$ cat src/rtl/spi_arb_pkg.sv
// Shared types and sizing for the SPI transaction arbiter.
// TXN_CYCLES is the fixed time from start_comm until the SPI controller's
// CIPO_register holds the received word.
package spi_arb_pkg;

  localparam int N_REQ            = 4;
  localparam int REQ_SEL          = 2;
  localparam int PERIPHERY_SELECT = 2;
  localparam int LENGTH_SEND_C    = 8;
  localparam int LENGTH_SEND_P    = 16;
  localparam int PAUSE            = 5;
  localparam int CNT_W            = 6;

  // Transmit bits + pause + receive bits + controller pipeline overhead.
  function automatic int txn_cycles(input int len_c, input int pause, input int len_p);
    return len_c + pause + len_p + 4;
  endfunction

  localparam int TXN_CYCLES = txn_cycles(LENGTH_SEND_C, PAUSE, LENGTH_SEND_P);

  typedef enum logic [1:0] {
    IDLE    = 2'd0,
    START   = 2'd1,
    WAIT    = 2'd2,
    CAPTURE = 2'd3
  } arb_state_t;

endpackage

$ cat src/rtl/spi_rr_picker.sv
// Combinational request picker: scans the request vector starting at ptr
// and returns the first pending requester as a one-hot grant plus index.
// With ptr held at zero it degenerates to lowest-index-wins priority.
// N must equal 2**SEL so that ptr+k wraps naturally.
module spi_rr_picker #(
  parameter int N   = 4,
  parameter int SEL = 2
) (
  input  logic [N-1:0]   req,
  input  logic [SEL-1:0] ptr,
  output logic [N-1:0]   grant,
  output logic [SEL-1:0] idx,
  output logic           any
);

  logic [SEL-1:0] pos;

  // Walk the requesters from ptr upward; the first pending one wins.
  always_comb begin
    grant = '0;
    idx   = '0;
    any   = 1'b0;
    pos   = '0;
    for (int k = 0; k < N; k++) begin
      pos = ptr + SEL'(k);
      if (!any && req[pos]) begin
        any        = 1'b1;
        grant[pos] = 1'b1;
        idx        = pos;
      end
    end
  end

endmodule

$ cat src/rtl/spi_txn_arbiter.sv
// Shares one SPI controller between N_REQ requesters. One grant runs one
// complete SPI transaction, timed by a fixed-length counter, and the
// received word is returned to the granted requester as a one-cycle pulse.
// Optional feature macro: SPI_ARB_RR_EN selects round-robin arbitration;
// when undefined the lowest requester index always wins.
module spi_txn_arbiter
  import spi_arb_pkg::*;
(
  input  logic                                clk,
  input  logic                                rst,
  input  logic [N_REQ-1:0]                    req_valid,
  output logic [N_REQ-1:0]                    req_ready,
  input  logic [N_REQ*PERIPHERY_SELECT-1:0]   req_cs,
  input  logic [N_REQ*LENGTH_SEND_C-1:0]      req_data,
  output logic [N_REQ-1:0]                    rsp_valid,
  output logic [LENGTH_SEND_P-1:0]            rsp_data,
  output logic                                busy,
  output logic                                start_comm,
  output logic [PERIPHERY_SELECT-1:0]         CS_in,
  output logic [LENGTH_SEND_C-1:0]            data_send_c,
  input  logic [LENGTH_SEND_P-1:0]            cipo_data
);

  localparam logic [CNT_W-1:0] TIMER_LOAD = CNT_W'(TXN_CYCLES - 1);
  localparam logic [N_REQ-1:0] ONE_HOT0   = N_REQ'(1);

  arb_state_t                  state_reg, state_next;
  logic [CNT_W-1:0]            timer_reg;
  logic [REQ_SEL-1:0]          win_reg;
  logic [PERIPHERY_SELECT-1:0] cs_reg;
  logic [LENGTH_SEND_C-1:0]    data_reg;
  logic [N_REQ-1:0]            rsp_valid_reg;
  logic [LENGTH_SEND_P-1:0]    rsp_data_reg;

  logic [N_REQ-1:0]            pick_grant;
  logic [REQ_SEL-1:0]          pick_idx;
  logic                        pick_any;
  logic [REQ_SEL-1:0]          pick_ptr;
  logic                        take_grant;

  // Per-requester views of the packed request buses.
  logic [PERIPHERY_SELECT-1:0] cs_arr   [N_REQ];
  logic [LENGTH_SEND_C-1:0]    data_arr [N_REQ];

  genvar gi;
  generate
    for (gi = 0; gi < N_REQ; gi++) begin : g_slice
      assign cs_arr[gi]   = req_cs[gi*PERIPHERY_SELECT +: PERIPHERY_SELECT];
      assign data_arr[gi] = req_data[gi*LENGTH_SEND_C +: LENGTH_SEND_C];
    end
  endgenerate

  spi_rr_picker #(
    .N   (N_REQ),
    .SEL (REQ_SEL)
  ) u_picker (
    .req   (req_valid),
    .ptr   (pick_ptr),
    .grant (pick_grant),
    .idx   (pick_idx),
    .any   (pick_any)
  );

  assign take_grant = (state_reg == IDLE) && pick_any;

`ifdef SPI_ARB_RR_EN
  logic [REQ_SEL-1:0] ptr_reg;

  // Rotate the search start to just past the requester that was served.
  always_ff @(posedge clk or negedge rst) begin
    if (!rst) begin
      ptr_reg <= '0;
    end else if (take_grant) begin
      ptr_reg <= pick_idx + REQ_SEL'(1);
    end
  end

  assign pick_ptr = ptr_reg;
`else
  assign pick_ptr = '0;
`endif

  // State register.
  always_ff @(posedge clk or negedge rst) begin
    if (!rst) begin
      state_reg <= IDLE;
    end else begin
      state_reg <= state_next;
    end
  end

  // Next-state: one grant walks through a full timed transaction.
  always_comb begin
    state_next = state_reg;
    case (state_reg)
      IDLE:    if (pick_any) state_next = START;
      START:   state_next = WAIT;
      WAIT:    if (timer_reg == '0) state_next = CAPTURE;
      CAPTURE: state_next = IDLE;
      default: state_next = IDLE;
    endcase
  end

  // Outputs decoded from state; grants are only offered while idle.
  always_comb begin
    req_ready  = '0;
    start_comm = 1'b0;
    busy       = (state_reg != IDLE);
    if (state_reg == IDLE) begin
      req_ready = pick_grant;
    end
    if (state_reg == START) begin
      start_comm = 1'b1;
    end
  end

  // Latch the winner's target and word at the grant; run the transaction timer.
  // The timer is loaded as the grant is taken so the START cycle is the first
  // timed cycle, which lands CAPTURE exactly TXN_CYCLES after start_comm.
  always_ff @(posedge clk or negedge rst) begin
    if (!rst) begin
      win_reg   <= '0;
      cs_reg    <= '0;
      data_reg  <= '0;
      timer_reg <= '0;
    end else if (take_grant) begin
      win_reg   <= pick_idx;
      cs_reg    <= cs_arr[pick_idx];
      data_reg  <= data_arr[pick_idx];
      timer_reg <= TIMER_LOAD;
    end else if ((state_reg == START || state_reg == WAIT) && timer_reg != '0) begin
      timer_reg <= timer_reg - CNT_W'(1);
    end
  end

  // Capture the received word and pulse the response to the winner.
  always_ff @(posedge clk or negedge rst) begin
    if (!rst) begin
      rsp_valid_reg <= '0;
      rsp_data_reg  <= '0;
    end else begin
      rsp_valid_reg <= '0;
      if (state_reg == CAPTURE) begin
        rsp_valid_reg <= ONE_HOT0 << win_reg;
        rsp_data_reg  <= cipo_data;
      end
    end
  end

  assign CS_in       = cs_reg;
  assign data_send_c = data_reg;
  assign rsp_valid   = rsp_valid_reg;
  assign rsp_data    = rsp_data_reg;

endmodule

$ cat config.mk
export PLATFORM = sky130hd
export DESIGN_NAME = spi_txn_arbiter
export DESIGN_NICKNAME = d
export VERILOG_FILES = /design/src/rtl/spi_arb_pkg.sv /design/src/rtl/spi_rr_picker.sv /design/src/rtl/spi_txn_arbiter.sv
export SDC_FILE = /design/constraint.sdc
export NUM_CORES = 1
export LEC_CHECK = 0
export CELL_PAD_IN_SITES_DETAIL_PLACEMENT = 0
export CELL_PAD_IN_SITES_GLOBAL_PLACEMENT = 2
export CORE_MARGIN = 2
export CORE_UTILIZATION = 24
export CTS_CLUSTER_DIAMETER = 120
export CTS_CLUSTER_SIZE = 16
export DETAILED_ROUTE_END_ITERATION = 12
export GPL_ROUTABILITY_DRIVEN = 0
export GPL_TIMING_DRIVEN = 0
export PLACE_DENSITY = 0.92
export SLEW_MARGIN = 15
export SYNTH_ARGS = -nofsm -noshare
export SYNTH_HDL_FRONTEND = slang
export SYNTH_SLANG_ARGS = --single-unit
$ cat constraint.sdc
create_clock -name clk -period 2 [get_ports clk]
set_input_delay 0.2 -clock clk [delete_from_list [all_inputs] [get_ports clk]]
set_output_delay 0.2 -clock clk [all_outputs]
set_load 0.05 [all_outputs]
==> results of run 1 <==
-- layout make-up --
cell class,instances,area (um2)
plain buffers,10,53.8
repair buffers,98,981
clock buffers,6,82.6
clock inverters,2,15.0
flip-flops and latches,40,1000
fillers,833,4930
multi-input cells,125,941
well taps,105,131
inverters,11,41.3
-- cell usage in the layout, fill, tap and decap left out, types with 6 or more instances in the layout --
| cell type | instances |
|---|---|
| sky130_fd_sc_hd__a22oi_1 | 8 |
| sky130_fd_sc_hd__dfrtp_1 | 40 |
| sky130_fd_sc_hd__clkbuf_8 | 6 |
| sky130_fd_sc_hd__a2bb2oi_1 | 10 |
| sky130_fd_sc_hd__nor2_1 | 20 |
| sky130_fd_sc_hd__mux2_2 | 16 |
| sky130_fd_sc_hd__clkdlybuf4s50_1 | 89 |
| sky130_fd_sc_hd__o21ai_0 | 6 |
| sky130_fd_sc_hd__o22ai_1 | 8 |
| sky130_fd_sc_hd__inv_1 | 9 |
| sky130_fd_sc_hd__ha_1 | 7 |
| sky130_fd_sc_hd__o22a_1 | 8 |
| sky130_fd_sc_hd__buf_2 | 6 |
-- power by group through the flow --
stage / sequential (mW) / clock [mW] / combinational, mW
after floorplan: 2.41 / 0 / 1.17
after global placement: 1.43 / 0 / 3.16
after detailed placement: 1.44 / 0 / 3.20
after CTS: 1.43 / 0.594 / 3.20
after global routing: 1.48 / 0.632 / 3.39
final: 1.43 / 0.571 / 3.19
-- logic make-up (layout without fill, tap and decap cells) --
group / count (synthesis) / count (layout)
AOI/OAI and AO/OA: 54 / 54
and+or+nand+nor: 43 / 43
DFF: 40 / 40
buffers and inverters: 22 / 127
muxes: 17 / 17
adders and majority gates: 7 / 7
xor gates and xnor gates: 4 / 4
-- layer usage --
layer  routed length, um  global-route usage [%]
met1                2360                    15.0
met2                2960                    21.4
met3                 266                    3.68
met4                  29                    2.74
met5                   0                       0
-- synth_stat cells, drive strengths merged --
master | instances | area [um2]
nand2 | 4 | 15.0
nor3 | 3 | 15.0
buf | 6 | 28.8
xnor2 | 1 | 8.76
nand4 | 1 | 6.26
ha | 7 | 87.6
clkbuf | 5 | 18.8
a22oi | 8 | 60.1
o22a | 8 | 70.1
inv | 11 | 41.3
nor4b | 1 | 8.76
or3 | 1 | 11.3
nand2b | 3 | 18.8
mux2 | 17 | 191
a21oi | 7 | 42.5
or2 | 2 | 15.0
o22ai | 8 | 50.1
o32a | 1 | 10.0
a2bb2oi | 10 | 87.6
nor2 | 21 | 81.3
dfrtp | 40 | 1000
and3 | 5 | 31.3
a311oi | 1 | 8.76
xor2 | 3 | 26.3
nor2b | 1 | 6.26
o21ai | 7 | 35.0
nor3b | 1 | 7.51
o2111ai | 1 | 8.76
a31oi | 2 | 12.5
o211ai | 1 | 12.5
-- stage by stage --
step / worst slack, ps / TNS (ps) / util (%) / instance area, um2
2_1_floorplan: 34.7 / 0 / - / 2020
3_3_place_gp: -645 / -15490 / 38.1 / 3120
3_5_place_dp: -634 / -1920 / 38.3 / 3130
4_1_cts: 2.07 / 0 / 39.5 / 3230
5_1_grt: 15.4 / 0 / 39.7 / 3250
6_report: 164 / 0 / 39.7 / 3250
-- worst max-delay path by stage --
stage | startpoint | end | slack [ps] | cells after the start
3_3_place_gp | req_valid[0] | req_ready[3] | -640 | 6
6_report | state_reg[0]$_DFFE_PN0P_ | req_ready[1] | 160 | 6
2_1_floorplan | state_reg[0]$_DFFE_PN0P_ | req_ready[3] | 30 | 5
4_1_cts | state_reg[0]$_DFFE_PN0P_ | data_send_c[7]$_DFFE_PN0P_ | 2 | 8
3_5_place_dp | req_valid[0] | req_ready[3] | -630 | 6
5_1_grt | state_reg[0]$_DFFE_PN0P_ | req_ready[3] | 20 | 6
-- worst max-delay path: stages, from the launching register on --
cell and delay [ps]:
sky130_fd_sc_hd__dfrtp_1 430, sky130_fd_sc_hd__inv_2 90, sky130_fd_sc_hd__ha_1 140, sky130_fd_sc_hd__clkbuf_4 180
sky130_fd_sc_hd__buf_6 160, sky130_fd_sc_hd__and3_1 160, sky130_fd_sc_hd__buf_4 200
-- what timing repair did --
| action | in CTS | in global routing |
|---|---|---|
| gates resized for setup | 28 | 14 |
| setup endpoints to repair | 6 | 15 |
| hold buffers | 1 | 0 |
| endpoints found under the hold margin | 16 | 0 |
==> impl_metrics.prom, run 1 <==
# TYPE chip_impl_metric gauge
chip_impl_metric{name="fin_total_pwr",unit="mW"} 5.19
chip_impl_metric{name="static-leakage-power",unit="nW"} 1.34
chip_impl_metric{name="post_synth_inst_count",unit=""} 187
chip_impl_metric{name="detailedRoute.firstPassIterationCount",unit=""} 4
chip_impl_metric{name="synth_seq_cells",unit=""} 40
chip_impl_metric{name="initial_utilization",unit="%"} 24.7
chip_impl_metric{name="htree_num_levels",unit=""} 2
chip_impl_info{name="type_of_element_capturing_the_critical_path",value="output port"} 1
chip_impl_metric{name="drc_errors",unit=""} 0
chip_impl_metric{name="pin_count",unit=""} 98
chip_impl_metric{name="cts.sink_count",unit=""} 40
chip_impl_metric{name="die-area",unit="um2"} 9160
chip_impl_metric{name="drtAntennaViolNets",unit=""} 0
chip_impl_metric{name="grt_use_total",unit="%"} 12.3
chip_impl_info{name="endpoint_with_the_worst_hold_slack",value="data_send_c[7]$_DFFE_PN0P_"} 1
chip_impl_info{name="reg2reg_to",value="data_send_c[7]$_DFFE_PN0P_"} 1
chip_impl_info{name="tritoncts",value="yes"} 1
chip_impl_metric{name="synthMuxAreaShare",unit="%"} 9.49
chip_impl_metric{name="place.detailed.hpwl",unit="um"} 4390
chip_impl_metric{name="flow.area_growth_from_synthesis",unit="%"} 60.9
chip_impl_metric{name="mappedNetlistArea",unit="um2"} 2020
chip_impl_metric{name="drv_slew",unit=""} 0
chip_impl_metric{name="numPlacedInstances",unit=""} 389
chip_impl_metric{name="hold_violations",unit=""} 0
chip_impl_info{name="worst-setup-path-type",value="reg -> out"} 1
chip_impl_metric{name="drt-initial-drc-count",unit=""} 62
chip_impl_metric{name="arrival",unit="ps"} 1640
chip_impl_metric{name="ctsLongestPathBuffers",unit=""} 2
chip_impl_metric{name="worstSkewPairLatency",unit="ps"} 290
chip_impl_metric{name="final.hold.worst_slack",unit="ps"} 346
chip_impl_metric{name="rr_worst_depth",unit=""} 8
chip_impl_metric{name="switching_share",unit="%"} 47.3
chip_impl_info{name="critical_path.reg2reg.startpoint",value="state_reg[0]$_DFFE_PN0P_"} 1
chip_impl_info{name="worstSetupStartpointType",value="flip-flop"} 1
chip_impl_metric{name="worst_ir_drop_vdd",unit="uV"} 585
chip_impl_metric{name="yosys_warnings",unit=""} 0
chip_impl_metric{name="synth_fa_ha_area_share",unit="%"} 4.34
chip_impl_metric{name="synth_area_per_cell",unit="um2"} 10.8
chip_impl_metric{name="worst_setup_hold_path_clk_slew",unit="ps"} 80
chip_impl_metric{name="power-per-cell-area",unit="nW/um2"} 1600
chip_impl_metric{name="routedWlPerCell",unit="um"} 14.2
chip_impl_metric{name="hold_path_depth",unit=""} 4
chip_impl_metric{name="grt_overflow",unit=""} 0
chip_impl_metric{name="final_net_count",unit=""} 360
chip_impl_metric{name="p_int",unit="mW"} 2.73
chip_impl_metric{name="timing.critical_path.fanout_max",unit=""} 10
chip_impl_metric{name="insertedDiodeCount",unit=""} 0
chip_impl_metric{name="drive_above_1_share",unit="%"} 15.8
chip_impl_metric{name="pwr-share-comb",unit="%"} 61.5
chip_impl_metric{name="reg2reg_slack",unit="ps"} 200
chip_impl_info{name="status",value="finished clean"} 1
chip_impl_metric{name="std_cell_rows",unit=""} 33
chip_impl_info{name="synth_top_family_by_area",value="compound AO/OA/AOI/OAI gates"} 1
chip_impl_info{name="worst_hold_path_type",value="in -> reg"} 1
chip_impl_metric{name="finalNonFillerCells",unit=""} 397
chip_impl_metric{name="clock-skew-final",unit="ps"} 1.73
chip_impl_metric{name="complex_gate_fraction_of_the_synthesized_area",unit="%"} 19.7
chip_impl_metric{name="largest_reg_flops",unit=""} 16
chip_impl_metric{name="post_cts.repair.setup_buffers",unit=""} 0
chip_impl_metric{name="synth_simple_gate_area_share",unit="%"} 10.7
chip_impl_metric{name="maxSlewHeadroom",unit="%"} 63.1
chip_impl_metric{name="pwr-share-seq",unit="%"} 27.5
chip_impl_metric{name="via_count",unit=""} 1825
chip_impl_metric{name="synthDistinctLibCells",unit=""} 36
chip_impl_metric{name="syn-num-nets",unit=""} 256
chip_impl_metric{name="yosys.area_share.xor_xnor",unit="%"} 1.74
chip_impl_metric{name="finalCriticalPeriod",unit="ps"} 1840
chip_impl_metric{name="cts-buffers-inserted",unit=""} 5
chip_impl_metric{name="dieWidth",unit="um"} 95.7
chip_impl_metric{name="grt_start_max_net_pins",unit=""} 25
chip_impl_metric{name="fmax",unit="MHz"} 545
chip_impl_info{name="rsz0062_at_grt",value="false"} 1
chip_impl_metric{name="setup-violations-final",unit=""} 0
chip_impl_metric{name="p_clk_share",unit="%"} 11.0
chip_impl_metric{name="sequential_fraction_of_the_synthesis_area",unit="%"} 49.6
chip_impl_metric{name="coreArea",unit="um2"} 8180
chip_impl_info{name="worstHoldStart",value="req_valid[1]"} 1
chip_impl_metric{name="grt_first_pass_wirelength",unit="um"} 8780
chip_impl_metric{name="fp.dieH",unit="um"} 95.7
chip_impl_metric{name="number_of_global_route_vias_before_repair",unit=""} 1793
chip_impl_metric{name="worst_slew_pin_slew",unit="ps"} 553
chip_impl_metric{name="routed_via_density",unit=""} 4.60
chip_impl_metric{name="fin_crit_sh",unit="%"} 91.8
chip_impl_metric{name="max_cap_violations",unit=""} 0
chip_impl_metric{name="switchingPower",unit="mW"} 2.46
chip_impl_metric{name="antenna_found_initial",unit=""} 0
chip_impl_metric{name="wirelength",unit="um"} 5620
chip_impl_metric{name="port-buffer-count",unit=""} 96
chip_impl_info{name="cts.root.buffer_cell",value="sky130_fd_sc_hd__clkbuf_8"} 1
chip_impl_metric{name="cp_data_required_time",unit="ps"} 1800
No activity file was read; power rests on OpenSTA's default activity.
==> run 2, diff against run 1 <==
- CTS_BUF_LIST: unset -> sky130_fd_sc_hd__clkbuf_2 sky130_fd_sc_hd__clkbuf_4 sky130_fd_sc_hd__clkbuf_8
==> results of run 2 <==
The final DEF is identical to that of run 1; final timing and power are the same.
